File: src/rtl/stg_wb_mc_pkg.sv
// Package for the multi-channel writeback stage.
// Holds the result/address widths, the packed writeback entry layout (with
// explicit bit offsets for tools that slice the raw vector) and a small
// round-robin index helper shared by the arbiter.
package stg_wb_mc_pkg;

    localparam int SIZE_DATA   = 24;
    localparam int SIZE_ADDR   = 16;
    localparam int SIZE_OPC    = 6;
    localparam int SIZE_TGT_GP = 4;
    localparam int SIZE_TGT_SR = 3;
    localparam int SIZE_TGT_AR = 3;

    // Field order is MSB first; offsets below are the LSB of each field.
    typedef struct packed {
        logic [SIZE_ADDR-1:0]   pc;
        logic [SIZE_DATA-1:0]   instr;
        logic [SIZE_OPC-1:0]    opc;
        logic [SIZE_TGT_GP-1:0] tgt_gp;
        logic                   gp_we;
        logic [SIZE_TGT_SR-1:0] tgt_sr;
        logic                   sr_we;
        logic [SIZE_TGT_AR-1:0] tgt_ar;
        logic                   ar_we;
        logic [SIZE_DATA-1:0]   result;
        logic [SIZE_ADDR-1:0]   sr_result;
        logic [SIZE_ADDR-1:0]   ar_result;
    } wb_ent_t;

    localparam int SIZE_WB_ENT = $bits(wb_ent_t);

    localparam int OFS_AR_RESULT = 0;
    localparam int OFS_SR_RESULT = OFS_AR_RESULT + SIZE_ADDR;
    localparam int OFS_RESULT    = OFS_SR_RESULT + SIZE_ADDR;
    localparam int OFS_AR_WE     = OFS_RESULT + SIZE_DATA;
    localparam int OFS_TGT_AR    = OFS_AR_WE + 1;
    localparam int OFS_SR_WE     = OFS_TGT_AR + SIZE_TGT_AR;
    localparam int OFS_TGT_SR    = OFS_SR_WE + 1;
    localparam int OFS_GP_WE     = OFS_TGT_SR + SIZE_TGT_SR;
    localparam int OFS_TGT_GP    = OFS_GP_WE + 1;
    localparam int OFS_OPC       = OFS_TGT_GP + SIZE_TGT_GP;
    localparam int OFS_INSTR     = OFS_OPC + SIZE_OPC;
    localparam int OFS_PC        = OFS_INSTR + SIZE_DATA;

    // Channel index 'step' positions after 'base', modulo the channel count.
    function automatic int rr_idx(input int base, input int step, input int n);
        return (base + step) % n;
    endfunction

endpackage

File: src/rtl/stg_wb_mc_fifo.sv
// wb_fifo: per-channel entry buffer for the writeback stage.
// DEPTH x W storage with extra-MSB read/write pointers (full when the MSBs
// differ and the index bits match). Flush empties the buffer in one cycle
// and overrides any push/pop in the same cycle.
// Ports:
//   iw_clk, iw_rst       clock, async active-high reset
//   iw_push / iw_data    write one entry (ignored when full)
//   iw_pop               drop the head entry (ignored when empty)
//   iw_flush             discard everything
//   ow_data              head entry
//   ow_full, ow_empty    occupancy flags
module wb_fifo #(
    parameter int DEPTH = 4,
    parameter int W     = 8
) (
    input  logic         iw_clk,
    input  logic         iw_rst,
    input  logic         iw_push,
    input  logic         iw_pop,
    input  logic         iw_flush,
    input  logic [W-1:0] iw_data,
    output logic [W-1:0] ow_data,
    output logic         ow_full,
    output logic         ow_empty
);

    localparam int PW = $clog2(DEPTH);

    logic [PW:0]  wr_ptr_q, wr_ptr_d;
    logic [PW:0]  rd_ptr_q, rd_ptr_d;
    logic [W-1:0] mem_q [DEPTH];
    logic         do_push;
    logic         do_pop;

    assign ow_full  = (wr_ptr_q[PW] != rd_ptr_q[PW]) &&
                      (wr_ptr_q[PW-1:0] == rd_ptr_q[PW-1:0]);
    assign ow_empty = (wr_ptr_q == rd_ptr_q);

    // Full is judged on the current count, so a same-cycle pop does not open a slot.
    assign do_push = iw_push & ~ow_full & ~iw_flush;
    assign do_pop  = iw_pop & ~ow_empty & ~iw_flush;

    assign ow_data = mem_q[rd_ptr_q[PW-1:0]];

    always_comb begin
        wr_ptr_d = wr_ptr_q;
        rd_ptr_d = rd_ptr_q;
        if (iw_flush) begin
            wr_ptr_d = '0;
            rd_ptr_d = '0;
        end else begin
            if (do_push) wr_ptr_d = wr_ptr_q + (PW+1)'(1);
            if (do_pop)  rd_ptr_d = rd_ptr_q + (PW+1)'(1);
        end
    end

    always_ff @(posedge iw_clk or posedge iw_rst) begin
        if (iw_rst) begin
            wr_ptr_q <= '0;
            rd_ptr_q <= '0;
        end else begin
            wr_ptr_q <= wr_ptr_d;
            rd_ptr_q <= rd_ptr_d;
        end
    end

    // Storage carries no reset; the pointers alone define what is valid.
    always_ff @(posedge iw_clk) begin
        if (do_push) mem_q[wr_ptr_q[PW-1:0]] <= iw_data;
    end

endmodule

File: src/rtl/stg_wb_mc.sv
// stg_wb_mc: multi-channel writeback stage.
// Completed ops from NCH producers are buffered per channel, then one op per
// cycle is retired through a round-robin arbiter onto the GP/SR/AR register
// file write ports. A registered retire/echo bundle and a retire counter feed
// forwarding and trace logic.
// Ports:
//   iw_clk, iw_rst            clock, async active-high reset
//   iw_valid / ow_ready       per-channel handshake for iw_ent
//   iw_ent                    packed entries, channel c at [c*ENT_W +: ENT_W]
//   iw_flush                  discard all buffered entries
//   ow_{gp,sr,ar}_write_*     combinational register-file write ports
//   ow_retire_valid/_ch       registered: an entry retired last cycle, and its channel
//   ow_pc/_instr/_opc/_result registered echo of the last retired entry
//   ow_retire_cnt             retired-entry counter (wraps)
//   ow_busy                   any channel buffer non-empty
module stg_wb_mc
    import stg_wb_mc_pkg::*;
#(
    parameter int          NCH     = 2,
    parameter int          DEPTH   = 4,
    parameter int          DATA_W  = SIZE_DATA,
    parameter int          ADDR_W  = SIZE_ADDR,
    parameter int          ENT_W   = SIZE_WB_ENT,
    // Reset value of the retire counter; nonzero only for trace harnesses
    // that need to see the wrap without retiring 2^32 entries.
    parameter logic [31:0] CNT_RST = '0,
    localparam int         CH_W    = (NCH > 1) ? $clog2(NCH) : 1
) (
    input  logic                   iw_clk,
    input  logic                   iw_rst,
    input  logic [NCH-1:0]         iw_valid,
    output logic [NCH-1:0]         ow_ready,
    input  logic [NCH*ENT_W-1:0]   iw_ent,
    input  logic                   iw_flush,
    output logic [SIZE_TGT_GP-1:0] ow_gp_write_addr,
    output logic [DATA_W-1:0]      ow_gp_write_data,
    output logic                   ow_gp_write_enable,
    output logic [SIZE_TGT_SR-1:0] ow_sr_write_addr,
    output logic [ADDR_W-1:0]      ow_sr_write_data,
    output logic                   ow_sr_write_enable,
    output logic [SIZE_TGT_AR-1:0] ow_ar_write_addr,
    output logic [ADDR_W-1:0]      ow_ar_write_data,
    output logic                   ow_ar_write_enable,
    output logic                   ow_retire_valid,
    output logic [CH_W-1:0]        ow_retire_ch,
    output logic [ADDR_W-1:0]      ow_pc,
    output logic [DATA_W-1:0]      ow_instr,
    output logic [SIZE_OPC-1:0]    ow_opc,
    output logic [DATA_W-1:0]      ow_result,
    output logic [31:0]            ow_retire_cnt,
    output logic                   ow_busy
);

    logic [NCH-1:0]   full;
    logic [NCH-1:0]   empty;
    logic [NCH-1:0]   push;
    logic [NCH-1:0]   pop;
    logic [ENT_W-1:0] head [NCH];

    logic             gnt_vld;
    logic [CH_W-1:0]  gnt_ch;
    logic [CH_W-1:0]  cand;
    wb_ent_t          gnt_ent;

    logic [CH_W-1:0]     rr_ptr_q, rr_ptr_d;
    logic                retire_valid_q, retire_valid_d;
    logic [CH_W-1:0]     retire_ch_q, retire_ch_d;
    logic [ADDR_W-1:0]   pc_q, pc_d;
    logic [DATA_W-1:0]   instr_q, instr_d;
    logic [SIZE_OPC-1:0] opc_q, opc_d;
    logic [DATA_W-1:0]   result_q, result_d;
    logic [31:0]         retire_cnt_q, retire_cnt_d;

    assign ow_ready = ~full & {NCH{~iw_flush}};
    assign push     = iw_valid & ow_ready;
    assign ow_busy  = ~&empty;

    for (genvar c = 0; c < NCH; c++) begin : g_ch
        wb_fifo #(
            .DEPTH (DEPTH),
            .W     (ENT_W)
        ) u_fifo (
            .iw_clk   (iw_clk),
            .iw_rst   (iw_rst),
            .iw_push  (push[c]),
            .iw_pop   (pop[c]),
            .iw_flush (iw_flush),
            .iw_data  (iw_ent[c*ENT_W +: ENT_W]),
            .ow_data  (head[c]),
            .ow_full  (full[c]),
            .ow_empty (empty[c])
        );
    end

    // Scan starts one past the last winner, so the last winner is visited last.
    // A flush cycle grants nothing: no write escapes while buffers are discarded.
    always_comb begin
        gnt_vld = 1'b0;
        gnt_ch  = '0;
        cand    = '0;
        pop     = '0;
        if (!iw_flush) begin
            for (int k = 1; k <= NCH; k++) begin
                cand = CH_W'(rr_idx(int'(rr_ptr_q), k, NCH));
                if (!gnt_vld && !empty[cand]) begin
                    gnt_vld = 1'b1;
                    gnt_ch  = cand;
                end
            end
        end
        if (gnt_vld) pop[gnt_ch] = 1'b1;
    end

    assign gnt_ent = wb_ent_t'(head[gnt_ch]);

    // Only the granted head drives the ports; everything reads zero otherwise.
    assign ow_gp_write_enable = gnt_vld & gnt_ent.gp_we;
    assign ow_gp_write_addr   = gnt_vld ? gnt_ent.tgt_gp : '0;
    assign ow_gp_write_data   = gnt_vld ? gnt_ent.result : '0;
    assign ow_sr_write_enable = gnt_vld & gnt_ent.sr_we;
    assign ow_sr_write_addr   = gnt_vld ? gnt_ent.tgt_sr : '0;
    assign ow_sr_write_data   = gnt_vld ? gnt_ent.sr_result : '0;
    assign ow_ar_write_enable = gnt_vld & gnt_ent.ar_we;
    assign ow_ar_write_addr   = gnt_vld ? gnt_ent.tgt_ar : '0;
    assign ow_ar_write_data   = gnt_vld ? gnt_ent.ar_result : '0;

    always_comb begin
        rr_ptr_d       = rr_ptr_q;
        retire_valid_d = gnt_vld;
        retire_ch_d    = retire_ch_q;
        pc_d           = pc_q;
        instr_d        = instr_q;
        opc_d          = opc_q;
        result_d       = result_q;
        retire_cnt_d   = retire_cnt_q;
        if (gnt_vld) begin
            rr_ptr_d     = gnt_ch;
            retire_ch_d  = gnt_ch;
            pc_d         = gnt_ent.pc;
            instr_d      = gnt_ent.instr;
            opc_d        = gnt_ent.opc;
            result_d     = gnt_ent.result;
            retire_cnt_d = retire_cnt_q + 32'd1;
        end
    end

    always_ff @(posedge iw_clk or posedge iw_rst) begin
        if (iw_rst) begin
            rr_ptr_q       <= '0;
            retire_valid_q <= 1'b0;
            retire_ch_q    <= '0;
            pc_q           <= '0;
            instr_q        <= '0;
            opc_q          <= '0;
            result_q       <= '0;
            retire_cnt_q   <= CNT_RST;
        end else begin
            rr_ptr_q       <= rr_ptr_d;
            retire_valid_q <= retire_valid_d;
            retire_ch_q    <= retire_ch_d;
            pc_q           <= pc_d;
            instr_q        <= instr_d;
            opc_q          <= opc_d;
            result_q       <= result_d;
            retire_cnt_q   <= retire_cnt_d;
        end
    end

    assign ow_retire_valid = retire_valid_q;
    assign ow_retire_ch    = retire_ch_q;
    assign ow_pc           = pc_q;
    assign ow_instr        = instr_q;
    assign ow_opc          = opc_q;
    assign ow_result       = result_q;
    assign ow_retire_cnt   = retire_cnt_q;

endmodule

File: config.mk
export PLATFORM = sky130hd
export DESIGN_NAME = stg_wb_mc
export DESIGN_NICKNAME = d
export VERILOG_FILES = /design/src/rtl/stg_wb_mc_pkg.sv /design/src/rtl/stg_wb_mc_fifo.sv /design/src/rtl/stg_wb_mc.sv
export SDC_FILE = /design/constraint.sdc
export NUM_CORES = 1
export LEC_CHECK = 0
export CAP_MARGIN = 0
export CORE_MARGIN = 10
export CORE_UTILIZATION = 30
export CTS_CLUSTER_SIZE = 24
export DETAILED_ROUTE_END_ITERATION = 8
export MAX_ROUTING_LAYER = met4
export SYNTH_ARGS = -nofsm -noshare
export SYNTH_HDL_FRONTEND = slang
export SYNTH_SLANG_ARGS = --single-unit
File: constraint.sdc
create_clock -name iw_clk -period 5.7 [get_ports iw_clk]
set_input_delay 1.14 -clock iw_clk [delete_from_list [all_inputs] [get_ports iw_clk]]
set_output_delay 1.14 -clock iw_clk [all_outputs]
set_load 0.005 [all_outputs]
==> results of run 1 <==
## registers in the layout, summed over array words and instances, names as in the netlist
name,cells
g_ch.u_fifo.rd_ptr_q,6
ow_retire_ch,1
ow_retire_cnt,32
ow_result,24
ow_instr,24
ow_retire_valid,1
ow_opc,6
g_ch.u_fifo.mem_q,920
g_ch.u_fifo.wr_ptr_q,6
ow_pc,16
## kinds of logic after synthesis
kind of cell / Yosys count
fa+ha+maj: 11
compound gates: 154
buf+inv: 105
flops: 1036
xor+xnor: 41
simple gates: 217
mux: 245
## Yosys cell counts, types with 2 or more instances
cell	count
mux4_2	230
a22oi_1	37
o22ai_1	23
nand4_1	10
nand3_1	15
a22o_1	45
dfrtp_1	116
nand2_1	154
ha_1	11
xnor2_1	31
nor2_1	7
and2_1	3
nor3_1	2
buf_4	10
and4_1	2
xor2_1	8
a21oi_2	3
xor2_2	2
buf_2	50
and3_1	21
o21ai_1	10
o31ai_1	2
edfxtp_1	920
a21o_1	27
clkbuf_1	35
inv_1	8
mux2i_1	14
## critical path, delay by kind of cell (launching register included)
kind / cells / cell delay (ps)
flops: 1 / 800
compound gates: 2 / 1140
buf+inv: 1 / 540
xor+xnor: 1 / 210
simple gates: 1 / 510
## final timing paths
check                                                             from                                     end  slack [ps]
max in group asynchronous                                       iw_rst               ow_result[21]$_DFFE_PP0P_        3750
worst min register to register                ow_result[1]$_DFFE_PP0P_                ow_result[1]$_DFFE_PP0P_         480
worst min-delay path                          ow_result[1]$_DFFE_PP0P_                ow_result[1]$_DFFE_PP0P_         480
worst max register to register  g_ch[1].u_fifo.rd_ptr_q[0]$_DFFE_PP0P_  g_ch[1].u_fifo.mem_q[3][103]$_DFFE_PP_        2280
worst max-delay path            g_ch[1].u_fifo.rd_ptr_q[0]$_DFFE_PP0P_                     ow_gp_write_data[4]         610
min in group asynchronous                                       iw_rst                   ow_opc[2]$_DFFE_PP0P_         910
## metal layers
layer	vias to the layer above	part of all wire	routed length, um	track usage
met1	10400	0.41	41900	0.174
li1	8424	-	-	-
met5	-	0	0	-
met3	111	0.071	7230	0.0408
met2	567	0.50	51400	0.234
met4	0	0.018	1860	0.0394
## power breakdown
group / switching, W / total, W / internal, W
registers: 0.000319 / 0.00917 / 0.00885
logic: 0.00262 / 0.00526 / 0.00264
clock network: 0.00298 / 0.00717 / 0.00419
total: 0.00592 / 0.0216 / 0.0157
## per-stage QoR
stage	utilization	cells	power, W	setup WS, ps
CTS	0.379	4111	0.0220	466
finish	0.380	4139	0.0216	607
detailed placement	0.351	3906	0.0147	1090
floorplan	-	1809	0.0121	781
global placement	0.351	3906	0.0147	1180
global route	0.380	4137	0.0226	309
## area by class of cell
type                            count  share of cell area
Inverter                            9            0.000790
Antenna cell                       28             0.00143
Tap cell                         1742              0.0444
Clock inverter                     66              0.0151
Timing Repair Buffer              451              0.0929
Multi-Input combinational cell    668               0.163
Clock buffer                      139              0.0601
Sequential cell                  1036               0.622
==> summary.md, run 1 <==
| Metric | Value |
|---|---|
| Run status | `complete, no violations` |
| FF-to-FF path depth | `5` |
| Layout cells sized above 1 | `0.197` |
| CP arrival | `between 3000 and 4000 ps` |
| Synth Flop Type | `edfxtp_1` |
| RSZ-0062 raised after global routing | `false` |
| Largest net degree at the start of global routing | `between 90 and 100` |
| CP Max Fanout | `27` |
| Max Slew Vio Count | `0` |
| Syn Std Cell Area | `a little under 40000 sq um` |
| Root buffer cell | `clkbuf_16` |
| DR vias | `just under 20000` |
| Final ANT Viol Nets | `0` |
| Mean number of vias per cell | `roughly 4.7` |
| EDFF count, synth | `920` |
| Max Root-Sink Buffers | `3` |
| Crit end category | `output pin` |
| Die X | `380 um` |
| Pleak | `approximately 16 nW` |
| DIE AREA | `about 140000 sq um` |
| Compound-Gate Fraction of Synth Area | `0.0299` |
| Max Fclk | `196 MHz` |
| Worst path max stage delay | `approximately 860 ps` |
| Commonest non-fill, non-tap cell in the layout | `edfxtp_1` |
| Slowest CP cell | `a21o_1` |
| Multi-input logic area | `approximately 8000 sq um` |
| Fillers | `11600` |
| PortBufs | `410` |
| CP Class | `flip-flop to output pin` |
| Drt wl/cell | `between 20 and 25 um` |
| Largest family of logic cells by synthesized area | `multiplexers` |
| Xor and xnor area share after synthesis | `0.00960` |
| Final Cell Area | `a little under 50000 sq um` |
| Worst skew pair latency | `730 ps` |
| Area share of the largest cell type after synthesis | `0.709` |
| Clock Sinks | `between 1000 and 1500` |
| Adder-cell area share of the yosys netlist | `0.00353` |
| Htree depth | `3` |
| Hold buffers post-CTS | `0` |
| DP Area | `45300 sq um` |
| Post-route clock skew | `between 20 and 30 ps` |
| Hpwl dp | `between 60 and 70 mm` |
| Io pins | `between 400 and 500` |
| Final RePlAce weighted congestion | `between 0.7 and 0.8` |
| PwrDens | `about 440 nW/um^2` |
| Final Hold Fails | `0` |
| Initial Util | `0.301` |
| Overflow after GRT | `0` |
| CTS Buf Count | `109` |
| Die Y | `about 380 um` |
| Mux cell area share after synthesis | `0.137` |
| Maximum resistive drop on vdd | `0.363 mV` |
| CTS tree | `yes` |
| Setup_tns | `0 ps` |
| Post-CTS Setup Bufs | `0` |
| Vias in the first global route | `between 20000 and 25000` |
| Cells after Synth | `approximately 1800` |
| DRC | `0` |
| Synth area leader | `edfxtp_1` |
| WHS | `around 480 ps` |
| Most frequent cells in the layout | `edfxtp_1 (920), clkdlybuf4s50_1 (410), mux4_2 (230)` |
| Initial DRC Count | `1506` |
| Hold Crit Depth | `1` |
| Critical path data required time | `approximately 4600 ps` |
| Floorplan row count | `about 130` |
| Yosys cell types | `40` |
| Clk slew on worst S/H paths | `roughly 60 ps` |
| Post-synthesis sequential area ratio | `0.783` |
| Synth-to-Final Area Change | `26.0%` |
| Post-Synth Simple-Gate Area | `0.0244` |
| CP cell instances | `xor2_2 -> nor3_4 -> a21o_1 -> o22ai_1 -> clkdlybuf4s50_1` |
| Antenna violations before repair | `28` |
| DRT Wirelength | `102 mm` |
| Synth area leaders | `edfxtp_1 (71%), mux4_2 (13%), dfrtp_1 (7.4%), nand2_1 (1.5%), a22o_1 (1.0%)` |
| Pre-antenna DRT Iters | `5` |
| Post-synth net total | `a little over 2000` |
| Ys async rst share | `0.112` |
| Worst-margin pin slew | `roughly 1100 ps` |
| Reg area | `30500 sq um` |
| Yosys warning count | `0` |
| Core box area | `129000 sq um` |
| Final setup fails | `0` |
| Nets | `2521` |
| Avg Cell Area, Syn | `between 20 and 25 sq um` |
| Final worst-path cycle share | `0.893` |
| FF+latch count, synth | `1036` |
| Max-cap viol count | `0` |
| Min-delay worst type | `flip-flop to flip-flop` |
| GR Util All Layers | `0.144` |
| Crit path launch type | `flip-flop` |
| Tmin final | `5090 ps` |
| Post-cts gate resize count | `0` |
| First-pass GRT wire length | `between 100 and 150 mm` |
| Max-slew headroom | `0.280` |
No activity file was read; power rests on OpenSTA's default activity.
==> inputs of run 2 (changes only) <==
--- a/config.mk
+++ b/config.mk
@@ -11,6 +11,7 @@
 export CTS_CLUSTER_SIZE = 24
 export DETAILED_ROUTE_END_ITERATION = 8
 export MAX_ROUTING_LAYER = met4
+export SKIP_LAST_GASP = 1
 export SYNTH_ARGS = -nofsm -noshare
 export SYNTH_HDL_FRONTEND = slang
 export SYNTH_SLANG_ARGS = --single-unit
==> results of run 2 <==
Final layout, timing and power as in run 1 (identical DEF).
==> inputs of run 3 (changes only) <==
--- a/config.mk
+++ b/config.mk
@@ -6,11 +6,14 @@
 export NUM_CORES = 1
 export LEC_CHECK = 0
 export CAP_MARGIN = 0
+export CELL_PAD_IN_SITES_DETAIL_PLACEMENT = 1
+export CELL_PAD_IN_SITES_GLOBAL_PLACEMENT = 1
 export CORE_MARGIN = 10
 export CORE_UTILIZATION = 30
 export CTS_CLUSTER_SIZE = 24
 export DETAILED_ROUTE_END_ITERATION = 8
 export MAX_ROUTING_LAYER = met4
+export PLACE_DENSITY_LB_ADDON = 0.1
 export SKIP_LAST_GASP = 1
 export SYNTH_ARGS = -nofsm -noshare
 export SYNTH_HDL_FRONTEND = slang
==> run 3 against run 2 <==
Effect of this change:
- setup slack better by 210 ps
- via count decreased by 0.28%
- critical endpoint is now ow_ar_write_data[12]
- fmax is 4.3% higher
- highest routed layer unchanged
- cell area up 0.15%
- combinational power increased by 2%
- hold slack got worse by 12 ps
- largest cell class unchanged
- first-iteration DRC count is 4.9% lower
- global-route usage increased by 1.3 points
==> summary.md, run 3 (synthesis results as in run 1) <==
| Metric | Value |
|---|---|
| Crit path launch type | `flip-flop` |
| Max-slew headroom | `0.166 (-0.114)` |
| Commonest non-fill, non-tap cell in the layout | `edfxtp_1` |
| DR vias | `19500 (-0.28%)` |
| Met3 GRT Util | `0.0469 (+0.00611)` |
| Post-cts gate resize count | `0 (unchanged)` |
| Most Crowded Layer GR | `met2` |
| Post-CTS Setup Bufs | `0 (unchanged)` |
| Die X | `380 um (unchanged)` |
| Max-cap viol count | `0 (unchanged)` |
| CTS tree | `yes` |
| GR Util met2 | `0.255 (+0.0202)` |
| PwrDens | `440 nW/um^2 (about the same)` |
| Max Fclk | `205 MHz (+4.3%)` |
| Pleak | `16.1 nW (+0.21%)` |
| Final setup fails | `0 (unchanged)` |
| Synth-to-Final Area Change | `26.2%` |
| Final core occ | `0.380 (+0.000581)` |
| Critical path data required time | `4560 ps (about the same)` |
| Final ANT Viol Nets | `0 (unchanged)` |
| Max Root-Sink Buffers | `3 (unchanged)` |
| Hpwl dp | `69.6 mm (+6.7%)` |
| R2r startpoint | `g_ch[1].u_fifo.rd_ptr_q[0]$_DFFE_PP0P_` |
| Clk slew on worst S/H paths | `60 ps (about the same)` |
| Hold buffers post-CTS | `0 (unchanged)` |
| Worst-margin pin slew | `1250 ps (+172 ps)` |
| DRT Wirelength | `112 mm (+9.1%)` |
| Initial Util | `0.301 (unchanged)` |
| Post-route clock skew | `27.4 ps (+1.03 ps)` |
| Run status | `complete, no violations` |
| DRC | `0 (unchanged)` |
| Overall Power | `0.0216 W (+0.10%)` |
| Largest net degree at the start of global routing | `96 (+4.3%)` |
| Crit end category | `output pin` |
| CP arrival | `3750 ps (-200 ps)` |
| RSZ-0062 raised after global routing | `false` |
| Die Y | `380 um (unchanged)` |
| Max Slew Vio Count | `0 (unchanged)` |
| Critical Path Start | `g_ch[1].u_fifo.rd_ptr_q[0]$_DFFE_PP0P_` |
| Antenna violations before repair | `38 (+36%)` |
| Pre-antenna DRT Iters | `4 (-1)` |
| DIE AREA | `145000 sq um (unchanged)` |
| Tmin final | `4890 ps (-208 ps)` |
| Overflow after GRT | `0 (unchanged)` |
| Initial DRC Count | `1432 (-4.9%)` |
| CP Class | `flip-flop to output pin` |
| Root buffer cell | `clkbuf_16` |
| PortBufs | `410 (unchanged)` |
| Worst skew pair latency | `690 ps (-40 ps)` |
| GR Util All Layers | `0.157 (+0.0135)` |
| Clock Sinks | `1036 (unchanged)` |
| Hold Crit Start | `ow_retire_cnt[31]$_DFFE_PP0P_` |
| Final RePlAce weighted congestion | `0.741 (-4.9%)` |
| Max FFs per register | `920 (unchanged)` |
| Final worst-path cycle share | `0.857 (-0.0364)` |
| Layout cells sized above 1 | `0.196 (-0.00150)` |
| Setup_tns | `0 ps (unchanged)` |
| GRT met1 Usage | `0.193 (+0.0184)` |
| Most frequent cells in the layout | `edfxtp_1 (920), clkdlybuf4s50_1 (410), mux4_2 (230)` |
| Core box area | `129000 sq um (unchanged)` |
| Htree depth | `3 (unchanged)` |
| CTS Buf Count | `115 (+5.5%)` |
| Min-delay worst type | `flip-flop to flip-flop` |
| Mean number of vias per cell | `4.68 (-0.74%)` |
| CP Max Fanout | `27 (unchanged)` |
| First-pass GRT wire length | `162 mm (+8.6%)` |
| Fin worst setup slack | `815 ps (+208 ps)` |
| Final Hold Fails | `0 (unchanged)` |
| Drt wl/cell | `26.9 um (+8.6%)` |
| Io pins | `411 (unchanged)` |
| Nets | `2532 (+0.44%)` |
| Vias in the first global route | `21700 (+3.5%)` |
| Maximum resistive drop on vdd | `0.285 mV (-22%)` |
| Floorplan row count | `132 (unchanged)` |
| Worst slack at placement | `1200 ps (+108 ps)` |
run 3: worst paths after layout:
check | to | slack (ps) | depth (start not counted)
max in group asynchronous | ow_instr[16]$_DFFE_PP0P_ | 3630 | 3
setup / recovery | ow_ar_write_data[12] | 810 | 5
hold reg to reg | ow_retire_cnt[31]$_DFFE_PP0P_ | 470 | 1
min in group asynchronous | ow_result[13]$_DFFE_PP0P_ | 950 | 2
setup reg to reg | ow_instr[9]$_DFFE_PP0P_ | 2590 | 7
hold / removal | ow_retire_cnt[31]$_DFFE_PP0P_ | 470 | 1
run 3: layout make-up:
| class | instances | area, sq um |
|---|---|---|
| fill | 12500 | 80100 |
| inverter | 9 | 38.8 |
| timing repair buffer | 456 | 4650 |
| multi-input combinational | 668 | 8020 |
| tap | 1742 | 2180 |
| antenna | 34 | 85.1 |
| sequential | 1036 | 30500 |
| clock inverter | 36 | 292 |
| clock buffer | 177 | 3370 |
run 3: per-stage QoR:
step | hold WS, ps | std cells | cell area (sq um)
detailed placement | 465 | 3911 | 45400
finish | 471 | 4158 | 49200
global route | 491 | 4158 | 49200
floorplan | 465 | 1809 | 39000
CTS | 480 | 4124 | 49100
global placement | 460 | 3911 | 45400
run 3: critical path: stages (launching register included):
cell and delay (ps):
dfrtp_4 570, buf_4 470, buf_4 600, mux4_2 650, a22o_1 270, clkdlybuf4s50_1 450
run 3: where the power goes:
group	internal (W)	switching [W]	leakage (nW)
registers	0.00885	0.000282	9.84
logic	0.00265	0.00270	4.46
clock network	0.00418	0.00296	1.80
total	0.0157	0.00594	16.1
run 3: metal layers:
layer,share of wire,vias to the layer above,routed length [um]
met4,0.018,0,2000
met5,0,-,0
met1,0.42,10400,47400
li1,-,8474,-
met2,0.49,443,55200
met3,0.065,125,7240
